==> src/rtl/pipe_pkg.sv <==
// Shared types and default widths for the handshake pipeline stage.
package pipe_pkg;

    localparam int PIPE_DATA_W = 64;
    localparam int PIPE_CNT_W  = 32;

    typedef enum logic [1:0] {
        EMPTY = 2'd0,
        ONE   = 2'd1,
        TWO   = 2'd2
    } pipe_state_t;

endpackage

==> src/rtl/sat_counter.sv <==
// Saturating up-counter with synchronous active-low reset; holds at all-ones.
module sat_counter #(
    parameter int CNT_W = 32
) (
    input  logic             clk,
    input  logic             reset,
    input  logic             inc,
    output logic [CNT_W-1:0] count
);

    always_ff @(posedge clk) begin
        if (!reset)
            count <= '0;
        else if (inc && (count != '1))
            count <= count + CNT_W'(1);
    end

endmodule

==> src/rtl/pipe_stage_hs.sv <==
// Valid/ready pipeline stage with stall counter. Macro PIPE_STAGE_SKID_EN selects a
// 2-entry skid buffer (registered in_ready); otherwise a single entry with combinational in_ready.
module pipe_stage_hs
    import pipe_pkg::*;
#(
    parameter int                DATA_W    = PIPE_DATA_W,
    parameter logic [DATA_W-1:0] RESET_VAL = '0,
    parameter int                CNT_W     = PIPE_CNT_W
) (
    input  logic              clk,
    input  logic              reset,
    input  logic              flush,
    input  logic              in_valid,
    input  logic [DATA_W-1:0] in_data,
    output logic              in_ready,
    output logic              out_valid,
    output logic [DATA_W-1:0] out_data,
    input  logic              out_ready,
    output logic [CNT_W-1:0]  stall_cnt
);

    pipe_state_t       state;
    logic [DATA_W-1:0] data_q;
    logic              push;
    logic              pop;

    assign out_valid = (state != EMPTY);
    assign out_data  = data_q;
    assign push      = in_valid && in_ready;
    assign pop       = out_valid && out_ready;

`ifdef PIPE_STAGE_SKID_EN
    logic [DATA_W-1:0] skid;
    logic              ready_q;

    // in_ready is a pure register so out_ready never reaches upstream combinationally.
    assign in_ready = ready_q;

    always_ff @(posedge clk) begin
        if (!reset) begin
            state   <= EMPTY;
            data_q  <= RESET_VAL;
            skid    <= RESET_VAL;
            ready_q <= 1'b1;
        end else if (flush) begin
            state   <= EMPTY;
            ready_q <= 1'b1;
        end else begin
            case (state)
                EMPTY: begin
                    if (push) begin
                        data_q <= in_data;
                        state  <= ONE;
                    end
                end
                ONE: begin
                    if (push && pop) begin
                        data_q <= in_data;
                    end else if (push) begin
                        skid    <= in_data;
                        state   <= TWO;
                        ready_q <= 1'b0;
                    end else if (pop) begin
                        state <= EMPTY;
                    end
                end
                TWO: begin
                    // Older entry sits on data_q; the skid entry moves up on pop.
                    if (pop) begin
                        data_q  <= skid;
                        state   <= ONE;
                        ready_q <= 1'b1;
                    end
                end
                default: begin
                    state   <= EMPTY;
                    ready_q <= 1'b1;
                end
            endcase
        end
    end
`else
    assign in_ready = !out_valid || out_ready;

    always_ff @(posedge clk) begin
        if (!reset) begin
            state  <= EMPTY;
            data_q <= RESET_VAL;
        end else if (flush) begin
            state <= EMPTY;
        end else if (push) begin
            data_q <= in_data;
            state  <= ONE;
        end else if (pop) begin
            state <= EMPTY;
        end
    end
`endif

    sat_counter #(
        .CNT_W (CNT_W)
    ) u_stall_cnt (
        .clk   (clk),
        .reset (reset),
        .inc   (out_valid && !out_ready),
        .count (stall_cnt)
    );

endmodule

==> config.mk <==
export PLATFORM = sky130hd
export DESIGN_NAME = pipe_stage_hs
export DESIGN_NICKNAME = d
export VERILOG_FILES = /design/src/rtl/pipe_pkg.sv /design/src/rtl/sat_counter.sv /design/src/rtl/pipe_stage_hs.sv
export SDC_FILE = /design/constraint.sdc
export NUM_CORES = 1
export LEC_CHECK = 0
export ABC_AREA = 1
export BUFFER_PORTS_ARGS = -buffer_cell sky130_fd_sc_hd__buf_4
export CAP_MARGIN = 40
export CORE_ASPECT_RATIO = 1.75
export CORE_MARGIN = 5
export CORE_UTILIZATION = 38
export DETAILED_ROUTE_END_ITERATION = 6
export GPL_TIMING_DRIVEN = 0
export PLACE_DENSITY = 0.66
export SYNTH_ARGS = -nofsm -noshare
export SYNTH_HDL_FRONTEND = slang
export SYNTH_HIERARCHICAL = 1
export SYNTH_SLANG_ARGS = --single-unit
==> constraint.sdc <==
create_clock -name clk -period 3.55 [get_ports clk]
set_input_delay 0.1775 -clock clk [delete_from_list [all_inputs] [get_ports clk]]
set_output_delay 0.1775 -clock clk [all_outputs]
set_load 0.02 [all_outputs]
======== Word-level counts from Yosys, hierarchy flattened ========
Index checks and enable logic that the tools add are counted.
word-level totals
  output and inout port bits .............. 98
  register bits ........................... 97
  logic and storage cells ................. 19
cells by class
  equal/unequal tests ..................... 1
  bitwise logic cells ..................... 2
  mux-type cells .......................... 2
  reductions and logical operators ........ 10
  $add $sub $neg .......................... 1
operators with widths
  kind                                            count
  adder 32 x 1 -> 32 bit (second input constant)  1
  inequality test 32 bit (second input constant)  1
  logical AND 1 bit                               4
  zero test 1 bit                                 2
  two-way mux 1 bit                               2
  NOT 1 bit                                       2
  AND reduction 2 bit                             1
  nonzero test 2 bit                              1
  OR reduction 2 bit                              1
  logical OR 1 bit                                1

======== Longest topological paths before layout ========
Gate-level depths: netlist (run 1).
  depth after elaboration ................. 4
  mapped depth ............................ 11

======== Modules after synthesis ========
The synthesis (run 1) kept the hierarchy.
by module, submodules not included
  module         cells each  sequential area each (um2)  times used  area an instance (um2)
  pipe_stage_hs  428         1,301.2                     1           2,929.1
  sat_counter    324         640.6                       1           1,911.8

======== Least setup slack after synthesis (run 1) ========
OpenSTA, ideal clock, no wires.
  kind .................................... register to register
  from .................................... reg u_stall_cnt.count[0]
  to ...................................... reg u_stall_cnt.count[2]
  period minus slack after synthesis ...... 1.753 ns
  setup slack ............................. 1.797 ns
  required time ........................... 3.435 ns
  arrival ................................. 1.638 ns
  library setup time ...................... 0.115 ns
  path buffers ............................ 2
  stages on the path, launching flop included .. 11
  cells stage by stage .................... dfxtp_1 ha_1 inv_1 nor2_2 nand2_2 nor2_4 nand2_2 buf_6 buf_6 a31oi_1 nor2_1
on the way
  longest elaborated chain between the ends .. 2
RTL lines
  item                                                                            RTL line           text
  from (decl)                                                                     sat_counter.sv:8   output logic [CNT_W-1:0] count
  from (signal assigned)                                                          sat_counter.sv:15  count <= count + CNT_W'(1);
  parallel branches: the longest is 2 deep, another holds adder 32 x 1 -> 32 bit  n/a
Parallel ways; which one is timed is not known.
A chain may end at the register's enable or synchronous reset.

======== Worst setup path in the final report (run 1) ========
  from .................................... reg state[0]
  to ...................................... reg u_stall_cnt.count[17]
on the way
  longest elaborated chain between the ends .. 2
RTL lines
  item                    RTL line              text
  from (decl)             pipe_stage_hs.sv:22   pipe_state_t state;
  from (signal assigned)  pipe_stage_hs.sv:87   state <= EMPTY;
  from (signal assigned)  pipe_stage_hs.sv:90   state <= EMPTY;
  from (signal assigned)  pipe_stage_hs.sv:93   state <= ONE;
  logical AND 1 bit       pipe_stage_hs.sv:105  .inc (out_valid && !out_ready),
  logical AND 1 bit       sat_counter.sv:14     else if (inc && (count != '1))
No other way between the ends.

==> flow_metrics.tcl, run 1 <==
set metrics [dict create \
    status "completed" \
    cts_tree "yes" \
    cp.arrival_ns 2.30 \
    slowest_delay_ns 0.38 \
    synth_most_common_cell "nand2_1" \
    nNetsFinal 999 \
    ctsHoldBuffers 1 \
    clock_latency_ns 0.35 \
    cts_buffers 9 \
    p_leak_uw 0.00323 \
    grt_max_degree 18 \
    nFillCells 1307 \
    finalSetupTns_ns 0 \
    die_x_um 95.3 \
    yosysTopAreaCellShare_pct 40.1 \
    grt_pass1_vias 4993 \
    worst_pin_slew_ns 0.600 \
    clock_skew_ns 0.00885 \
    dp.final_hpwl_um 12300 \
    startpoint "state[0]$_SDFFE_PP0P_" \
    fmax_ghz 0.484 \
    die-area_mm2 0.0152 \
    finalMaxSlewViolations 0 \
    synth_top_cell_by_area "dfxtp_1" \
    worst_path_max_delay_cell "nor2_1" \
    clock_path_buffers 2 \
    grt_usage_pct 20.5 \
    antenna_cells_inserted 0 \
    dieHeight_um 159 \
    syn-cell-area_mm2 0.00484 \
    grt_first_pass_wirelength_um 24600 \
    drtIter0Drc 212 \
    cp_cell_sequence "inv_1, nor2_1, inv_1, nor2_1, nand2_1, nor2_1, nand4_1, nand2_1, nor2_1" \
    post_drt_via_cell_ratio 4.77 \
    synthArstFlopShare_pct 0 \
    critPathBufInv 2 \
    finalCriticalPeriod_ns 2.07 \
    ys_types 22 \
    syn_inst 752 \
    cts_root_buf "clkbuf_16" \
    drc 0 \
    setup_viol 0 \
    drt-pass1-iter-count 5 \
    rrSetupSlack_ns 1.48 \
    multi_input_area_mm2 0.00225 \
    ios 167 \
    holdWs_ns 0.112 \
    cp.required_ns 3.79 \
    peakVddDrop_mv 0.244 \
    synth_area_leaders "dfxtp_1 (40%), nand2_1 (12%), nor2_1 (11%)" \
    port_buffers 165 \
    routed_wl_um 15700 \
    cpLargestDelayFamily "simple AND/OR/NAND/NOR gates" \
    seqCellArea_mm2 0.00194 \
    end_kind "flop" \
    cp_common_cell "nor2_1" \
    slew_headroom_pct 59.7 \
    path_clk_slew_ns 0.07 \
    clock-sinks 97 \
    start_util_pct 38.7 \
    pre_cts_slack_ns 1.56 \
    period_share_pct 58.2 \
    seq_area_frac_synth_pct 40.1 \
    wl_per_cell_um 14.3 \
    rows 54 \
    core-area_mm2 0.0125 \
    synth_edf_count 0 \
    yosysWarnings 6 \
    htreeDepth 3 \
    worst-path-max-fanout 8 \
    critical_path_depth 9 \
    worst-r2r-cell-count 9 \
    powerDensity_mw_per_mm2 384 \
    synth-main-ff-cell "dfxtp_1" \
    yosys_register_bits 97 \
    cp-start-kind "flop" \
    crit_end "u_stall_cnt/count[17]$_SDFFE_PN0P_" \
    place_congestion 0.928 \
    vias 5262 \
    drive_above_1_share_pct 24.3 \
    setup_slack_ns 1.48 \
    worstSetupPathType "flop to flop" \
    antenna_found_initial 0 \
    area_delta_synth_final_pct 36.1 \
    postCtsSetupBuffers 0 \
    ant_nets 0 \
    avgSynthCellArea_um2 6.44 \
    reg2reg_from "state[0]$_SDFFE_PP0P_" \
    r2r_end "u_stall_cnt/count[17]$_SDFFE_PN0P_" \
    min_path_type "input pin to flop" \
    hold_violations 0 \
    rsz0062_at_grt "false" \
    maxCapViolCount 0 \
    syn_nets 822 \
    cts_repair_resize_count 0 \
    overflow 0 \
    final_util_pct 52.7 \
    synthTopCellsByCount "nand2_1 (160), nor2_1 (142), dfxtp_1 (97)" \
]
power by group:
part / switching (µW) / total, µW / internal, µW
Sequential: 26.3 / 1160 / 1140
Clock: 461 / 965 / 504
Combinational: 219 / 401 / 182
cell usage in the layout (no fill, tap or decap), types with 2 or more instances in the layout:
| cell type | instances |
|---|---|
| clkbuf_16 | 9 |
| nand2_1 | 160 |
| buf_4 | 185 |
| a31oi_1 | 4 |
| nand4_1 | 13 |
| clkinvlp_4 | 2 |
| nand3_1 | 95 |
| nor2_1 | 142 |
| buf_2 | 12 |
| buf_1 | 3 |
| inv_1 | 96 |
| dfxtp_1 | 97 |
| clkbuf_1 | 5 |
| buf_6 | 4 |
| nor3_1 | 4 |
| nor2_2 | 5 |
| a21oi_1 | 83 |
| inv_6 | 2 |
| nand2_2 | 3 |
worst min path at each step:
stage	start	end	slack, ns	cells past startpoint
final	in_valid	state[0]$_SDFFE_PP0P_	0.11	3
after global routing	in_valid	state[0]$_SDFFE_PP0P_	0.12	3
after global placement	flush	state[0]$_SDFFE_PP0P_	0.35	2
after floorplan	flush	state[0]$_SDFFE_PP0P_	0.25	1
after detailed placement	flush	state[0]$_SDFFE_PP0P_	0.36	2
after CTS	in_valid	state[0]$_SDFFE_PP0P_	0.10	3
layer usage:
layer | vias to the layer above | part of all wire [%] | global-route usage, %
li1 | 2710 | - | -
met1 | 2343 | 38 | 22.2
met2 | 179 | 52 | 37.5
met3 | 30 | 7.2 | 3.92
met4 | 0 | 3.3 | 8.61
met5 | - | 0 | 0
sequential cells by signal, indices dropped and copies added (netlist names):
register,flops
u_stall_cnt/count,32
out_data,64
state,1
final cells by class:
cell class	instances	area share, %
flip-flops and latches	97	29.5
plain buffers	44	4.33
multi-input cells	515	34.2
inverters	96	5.47
clock inverters	6	0.741
clock buffers	10	3.63
well taps	168	3.19
repair buffers	166	19.0
stage by stage:
stage | cell area (µm²) | instances | total power (µW)
after floorplan | 4840 | 752 | 1410
after global placement | 6290 | 1085 | 1590
after detailed placement | 6290 | 1085 | 1590
after CTS | 6590 | 1102 | 2560
after global routing | 6590 | 1102 | 2650
final | 6590 | 1102 | 2530
logic make-up after synthesis:
logic type / synth area share (%)
AOI/OAI and AO/OA: 9.20
and+or+nand+nor: 37.1
adders and majority gates: 0.258
DFF: 40.1
buffers and inverters: 13.3
worst min-delay path: cells and delay by family:
family / cells / cell delay (ns)
compound gates: 1 / 0.08
buf+inv: 1 / 0.08
simple gates: 1 / 0.08
Note: power is estimated with default switching activity, not from simulation.
==> run 2: changes to the inputs <==
--- a/config.mk
+++ b/config.mk
@@ -5,7 +5,7 @@
 export SDC_FILE = /design/constraint.sdc
 export NUM_CORES = 1
 export LEC_CHECK = 0
-export ABC_AREA = 1
+export ABC_AREA = 0
 export BUFFER_PORTS_ARGS = -buffer_cell sky130_fd_sc_hd__buf_4
 export CAP_MARGIN = 40
 export CORE_ASPECT_RATIO = 1.75
@@ -13,7 +13,7 @@
 export CORE_UTILIZATION = 38
 export DETAILED_ROUTE_END_ITERATION = 6
 export GPL_TIMING_DRIVEN = 0
-export PLACE_DENSITY = 0.66
+export PLACE_DENSITY = 0.7
 export SYNTH_ARGS = -nofsm -noshare
 export SYNTH_HDL_FRONTEND = slang
 export SYNTH_HIERARCHICAL = 1
==> constraint.sdc (replaced) <==
create_clock -name clk -period 1.7 [get_ports clk]
set_input_delay 0.085 -clock clk [delete_from_list [all_inputs] [get_ports clk]]
set_output_delay 0.085 -clock clk [all_outputs]
set_load 0.02 [all_outputs]
==> flow_metrics.tcl, run 2 <==
set metrics [dict create \
    crit_end "u_stall_cnt/count[31]$_SDFFE_PN0P_" \
    powerDensity_mw_per_mm2 677 \
    grt_first_pass_wirelength_um 24500 \
    layout_common_cells "buf_4 (201), nand2_1 (142), dfxtp_1 (72), mux2i_1 (71), dlygate4sd3_1 (29)" \
    cts_tree "yes" \
    r2r_end "u_stall_cnt/count[31]$_SDFFE_PN0P_" \
    end_kind "flop" \
    grt-busiest-layer "met2" \
    yosysWarnings 6 \
    dp.final_hpwl_um 10600 \
    ys_types 43 \
    worstSetupPathType "flop to flop" \
    synth_top_cell_by_area "dfxtp_1" \
    synth_edf_count 0 \
    die_x_um 90.9 \
    finalCriticalPeriod_ns 2.13 \
    period_share_pct 125 \
    worst-path-max-fanout 2 \
    clock_skew_ns 0.00756 \
    hold_depth 3 \
    reg2reg_from "state[0]$_SDFFE_PP0P_" \
    pwr-share-comb_pct 14.7 \
    synthXorXnorAreaFrac_pct 1.01 \
    syn-cell-area_mm2 0.00436 \
    synth-main-ff-cell "dfxtp_1" \
    clock_latency_ns 0.33 \
    syn_nets 553 \
    worst-r2r-cell-count 6 \
    status "complete, but fails checks" \
    antenna_cells_inserted 0 \
    routed_wl_um 15900 \
    nFillCells 874 \
    multi_input_area_mm2 0.00258 \
    rrSetupSlack_ns -0.43 \
    cp.arrival_ns 2.40 \
    overflow 0 \
    switching_share_pct 26.0 \
    place_congestion 0.872 \
    rows 51 \
    synth_most_common_cell "nand2_1" \
    startpoint "state[0]$_SDFFE_PP0P_" \
    post_drt_via_cell_ratio 5.36 \
    cts_root_buf "clkbuf_16" \
    area_delta_synth_final_pct 69.5 \
    layout_commonest_cell "buf_4" \
    clock-sinks 97 \
    pre_cts_slack_ns -0.686 \
    drt-pass1-iter-count 5 \
    synthTopCellsByCount "nand2_1 (144), dfxtp_1 (97), mux2i_1 (71)" \
    drtIter0Drc 164 \
    cp-start-kind "flop" \
    cp.required_ns 1.97 \
    synth_top_family_by_area "simple AND/OR/NAND/NOR gates" \
    dieHeight_um 152 \
    nNetsFinal 813 \
    p_leak_uw 0.00313 \
    wl_per_cell_um 18.1 \
    port_buffers 166 \
    core-area_mm2 0.0112 \
    ant_nets 0 \
    ios 167 \
    antenna_found_initial 0 \
    largest_reg_flops 64 \
    holdWs_ns 0.0151 \
    avgSynthCellArea_um2 9.02 \
    grt_pass1_vias 4958 \
    min_path_type "input pin to flop" \
    clock_path_buffers 2 \
    drc 0 \
    setup_viol 32 \
    grt_use_met3_pct 5.39 \
    seq_area_frac_synth_pct 44.6 \
    synthSimpleGateAreaFrac_pct 25.0 \
    use_met2_pct 39.2 \
    seqCellArea_mm2 0.00203 \
    htreeDepth 3 \
    power_frac_clock_pct 38.0 \
    finalMaxSlewViolations 0 \
    start_util_pct 39.0 \
    maxCapViolCount 0 \
    hold_violations 0 \
    drive_above_1_share_pct 45.6 \
    vias 4720 \
    synthArstFlopShare_pct 0 \
    fmax_ghz 0.469 \
    peakVddDrop_mv 0.490 \
    grt_usage_pct 21.7 \
    seq_power_share_pct 47.3 \
    setup_slack_ns -0.432 \
    die-area_mm2 0.0138 \
    yosys.area_share.adder_pct 0.287 \
    yosysTopAreaCellShare_pct 44.6 \
    violations "setup timing" \
    syn_inst 483 \
    synth_compound_area_share_pct 7.01 \
    cts_buffers 9 \
    p_int_uw 3700 \
    use_met1_pct 22.5 \
    synth_area_leaders "dfxtp_1 (45%), mux2i_1 (16%), nand2_1 (12%)" \
    finalPower_uw 5000 \
    grt_max_degree 18 \
    synthMuxAreaShare_pct 16.3 \
    worst_pin_slew_ns 0.723 \
    slew_headroom_pct 51.8 \
    yosys_register_bits 97 \
    power_switching_uw 1300 \
    rsz0062_at_grt "true" \
    path_clk_slew_ns 0.07 \
]
-- run 2: cell count changes after synthesis, moves of 19 or more --
cell / change
nor2_1: -132
inv_1: -92
nand3_1: -83
mux2i_1: +71
a21oi_1: -68
buf_4: -19
-- run 2: power by group through the flow --
stage                     Clock, µW  Combinational (µW)  Sequential, µW
after floorplan                   0                 248            2510
after global placement            0                 659            2410
after detailed placement          0                 671            2420
after CTS                      1960                 735            2360
after global routing           2060                 792            2370
final                          1900                 734            2360
-- run 2: worst max-delay path, stage by stage, from the launching register on --
cell and delay [ns]:
dfxtp_4 0.34, nor2b_4 0.14, nand4_1 0.20, or4_4 0.48, or3_4 0.35, or4_4 0.43
a21oi_2 0.13
-- run 2: worst min path at each step --
stage / startpoint / to / slack [ns]
after floorplan: flush / state[0]$_SDFFE_PP0P_ / 0.15
after global placement: flush / state[0]$_SDFFE_PP0P_ / 0.25
after detailed placement: flush / state[0]$_SDFFE_PP0P_ / 0.27
after CTS: in_data[34] / out_data[34]$_SDFFE_PN0P_ / 0.0003
after global routing: in_data[49] / out_data[49]$_SDFFE_PN0P_ / 0.01
final: in_data[34] / out_data[34]$_SDFFE_PN0P_ / 0.02
-- run 2: what timing repair did --
item / 4_1_cts / 5_1_grt
hold endpoints to repair: 29 / 0
cloned: 2 / 0
pin swaps: 31 / 25
hold buffers: 29 / 0
gates resized for setup: 66 / 44
buffers inserted: 40 / 15
endpoints found under the setup margin: 32 / 32
-- run 2: kinds of logic (layout without fill, tap and decap cells) --
logic type      after synthesis  in the layout
simple gates                228            228
buf+inv                      37            302
xor+xnor                      5              5
flops                        97             97
fa+ha+maj                     1              1
mux                          71             71
compound gates               44             44
-- run 2: final cells by class --
| class | instances | share of cell area (%) |
|---|---|---|
| tap | 132 | 2.24 |
| clock buffer | 10 | 3.10 |
| sequential | 97 | 27.5 |
| buffer | 32 | 3.83 |
| timing repair buffer | 250 | 27.5 |
| clock inverter | 6 | 0.644 |
| inverter | 4 | 0.203 |
| multi-input combinational | 349 | 35.0 |
-- run 2: layer usage --
layer / part of all wire, % / vias up
met5: 0 / -
met2: 53 / 233
met4: 4.0 / 0
met1: 36 / 2231
li1: - / 2206
met3: 6.8 / 50
-- run 2: per-stage QoR --
step | cells | util, % | area, µm² | TNS [ns]
floorplan | 483 | - | 4530 | -3.21
global placement | 781 | 53.2 | 5940 | -8.62
detailed placement | 781 | 53.2 | 5940 | -9.64
CTS | 868 | 64.1 | 7160 | -5.85
global route | 880 | 66.1 | 7380 | -10.15
finish | 880 | 66.1 | 7380 | -8.22
==> run 3: changes to the inputs <==
--- a/config.mk
+++ b/config.mk
@@ -8,12 +8,14 @@
 export ABC_AREA = 0
 export BUFFER_PORTS_ARGS = -buffer_cell sky130_fd_sc_hd__buf_4
 export CAP_MARGIN = 40
+export CELL_PAD_IN_SITES_DETAIL_PLACEMENT = 2
+export CELL_PAD_IN_SITES_GLOBAL_PLACEMENT = 2
 export CORE_ASPECT_RATIO = 1.75
 export CORE_MARGIN = 5
-export CORE_UTILIZATION = 38
+export CORE_UTILIZATION = 25
 export DETAILED_ROUTE_END_ITERATION = 6
 export GPL_TIMING_DRIVEN = 0
-export PLACE_DENSITY = 0.7
+export PLACE_DENSITY = 0.78
 export SYNTH_ARGS = -nofsm -noshare
 export SYNTH_HDL_FRONTEND = slang
 export SYNTH_HIERARCHICAL = 1
==> flow_metrics.tcl, run 3 (synthesized netlist as in run 2, its figures left out) <==
set metrics [dict create \
    status "complete, but fails checks" \
    violations "setup timing" \
    grt_max_degree 16 \
    end_kind "flop" \
    cp_cell_sequence "nor2b_4, nand4_1, buf_6, or4_4, or3_4, or4_4, a21oi_2" \
    worst-r2r-cell-count 7 \
    largest_reg_flops 64 \
    wl_met2_um 13100 \
    cp-start-kind "flop" \
    slew_headroom_pct 42.3 \
    wl_per_cell_um 23.4 \
    hold_violations 0 \
    start_util_pct 25.2 \
    path_clk_slew_ns 0.07 \
    layout_common_cells "buf_4 (210), nand2_1 (141), dfxtp_1 (72), mux2i_1 (71), dlygate4sd3_1 (28)" \
    layout_commonest_cell "buf_4" \
    finalMaxSlewViolations 0 \
    maxCapViolCount 0 \
    fin_cells 981 \
    ios 167 \
    drc 0 \
    final_cell_area_mm2 0.00760 \
    die-area_mm2 0.0203 \
    cp.required_ns 1.98 \
    critical_path_depth 7 \
    place_congestion 0.810 \
    cts_tree "yes" \
    area_delta_synth_final_pct 74.4 \
    dp.final_hpwl_um 14500 \
    clock-sinks 97 \
    dieHeight_um 185 \
    fmax_ghz 0.440 \
    setup_viol 32 \
    period_share_pct 134 \
    cpLargestDelayFamily "simple AND/OR/NAND/NOR gates" \
    drive_above_1_share_pct 45.5 \
    ant_nets 0 \
    met1_length_um 7980 \
    post_drt_via_cell_ratio 4.92 \
    peakVddDrop_mv 0.417 \
    finalPower_uw 5470 \
    drtIter0Drc 131 \
    placed_cell_area_mm2 0.00606 \
    p_leak_uw 0.00319 \
    worst_path_max_delay_cell "or4_4" \
    core-area_mm2 0.0173 \
    worstSetupPathType "flop to flop" \
    slowest_delay_ns 0.44 \
    setup_slack_ns -0.571 \
    routed_wl_um 23000 \
    dp.cells 880 \
    cts_buffers 9 \
    finalCriticalPeriod_ns 2.27 \
    nNetsFinal 815 \
    clock_path_buffers 2 \
    clock_latency_ns 0.34 \
    cts_root_buf "clkbuf_16" \
    antenna_cells_inserted 0 \
    rows 64 \
    grt_usage_pct 20.8 \
    overflow 0 \
    rsz0062_at_grt "true" \
    htreeDepth 3 \
    cp_common_cell "or4_4" \
    antenna_found_initial 0 \
    hold_depth 3 \
    port_buffers 166 \
    drt-pass1-iter-count 4 \
    die_x_um 110 \
    cp.arrival_ns 2.55 \
    routed.top_layer "met4" \
    met3_length_um 1130 \
    vias 4826 \
    min_path_type "input pin to flop" \
    powerDensity_mw_per_mm2 720 \
    critPathBufInv 1 \
    worst_pin_slew_ns 0.865 \
    grt_first_pass_wirelength_um 31800 \
    grt_pass1_vias 5494 \
    worst-path-max-fanout 3 \
    clock_skew_ns 0.00934 \
]
[run 3: cell types whose count changed in the layout (fill, tap and decap cells not counted), moves of 4 or more]
cell,before,now
buf_6,22,8
o31ai_1,4,8
buf_4,201,210
o31ai_4,5,0
buf_12,6,10
[run 3: layout make-up]
type                       instances  area [µm²]
buffer                            32         278
clock buffer                      14         308
clock inverter                     2        37.5
fill                            1846        9700
inverter                           4        15.0
multi-input combinational        349        2570
sequential                        97        2030
tap                              231         289
timing repair buffer             252        2080
[run 3: per-stage QoR]
step | utilization, % | setup WS, ns | TNS (ns) | hold WS [ns]
3_3_place_gp | 35.1 | -0.714 | -11.18 | 0.254
5_1_grt | 43.9 | -0.625 | -12.88 | 0.00359
2_1_floorplan | - | -0.461 | -3.21 | 0.151
6_report | 43.9 | -0.571 | -11.19 | 0.0109
4_1_cts | 41.8 | -0.539 | -8.28 | 0.0000607
3_5_place_dp | 35.1 | -0.806 | -13.44 | 0.276
[run 3: path summary, 6_finish.rpt]
path	start	to	slack, ns
max	state[0]$_SDFFE_PP0P_	u_stall_cnt/count[31]$_SDFFE_PN0P_	-0.57
min	in_data[27]	out_data[27]$_SDFFE_PN0P_	0.01
max reg2reg	state[0]$_SDFFE_PP0P_	u_stall_cnt/count[31]$_SDFFE_PN0P_	-0.57
min reg2reg	out_data[7]$_SDFFE_PN0P_	out_data[7]$_SDFFE_PN0P_	0.46
[run 3: tightest hold or removal path, delay by kind of cell]
family | cells | cell delay [ns]
simple gates | 1 | 0.05
buf+inv | 1 | 0.11
mux | 1 | 0.06
[run 3: what timing repair did]
item / CTS / global route
resized for setup: 52 / 38
cloned: 2 / 0
hold buffers: 27 / 1
pin swaps: 17 / 18
hold endpoints to repair: 27 / 1
buffers inserted: 34 / 23
setup endpoints to repair: 32 / 32
[run 3: metal layers]
layer  GRT usage (%)  vias to the layer above
li1                -                     2201
met1            20.4                     2407
met2            41.1                      183
met3            3.65                       35
met4            9.04                        0
met5               0                        -
[run 3: power by group]
group	switching (µW)	total (µW)	internal, µW
logic	397	764	367
clock network	923	2340	1410
registers	50.3	2370	2320
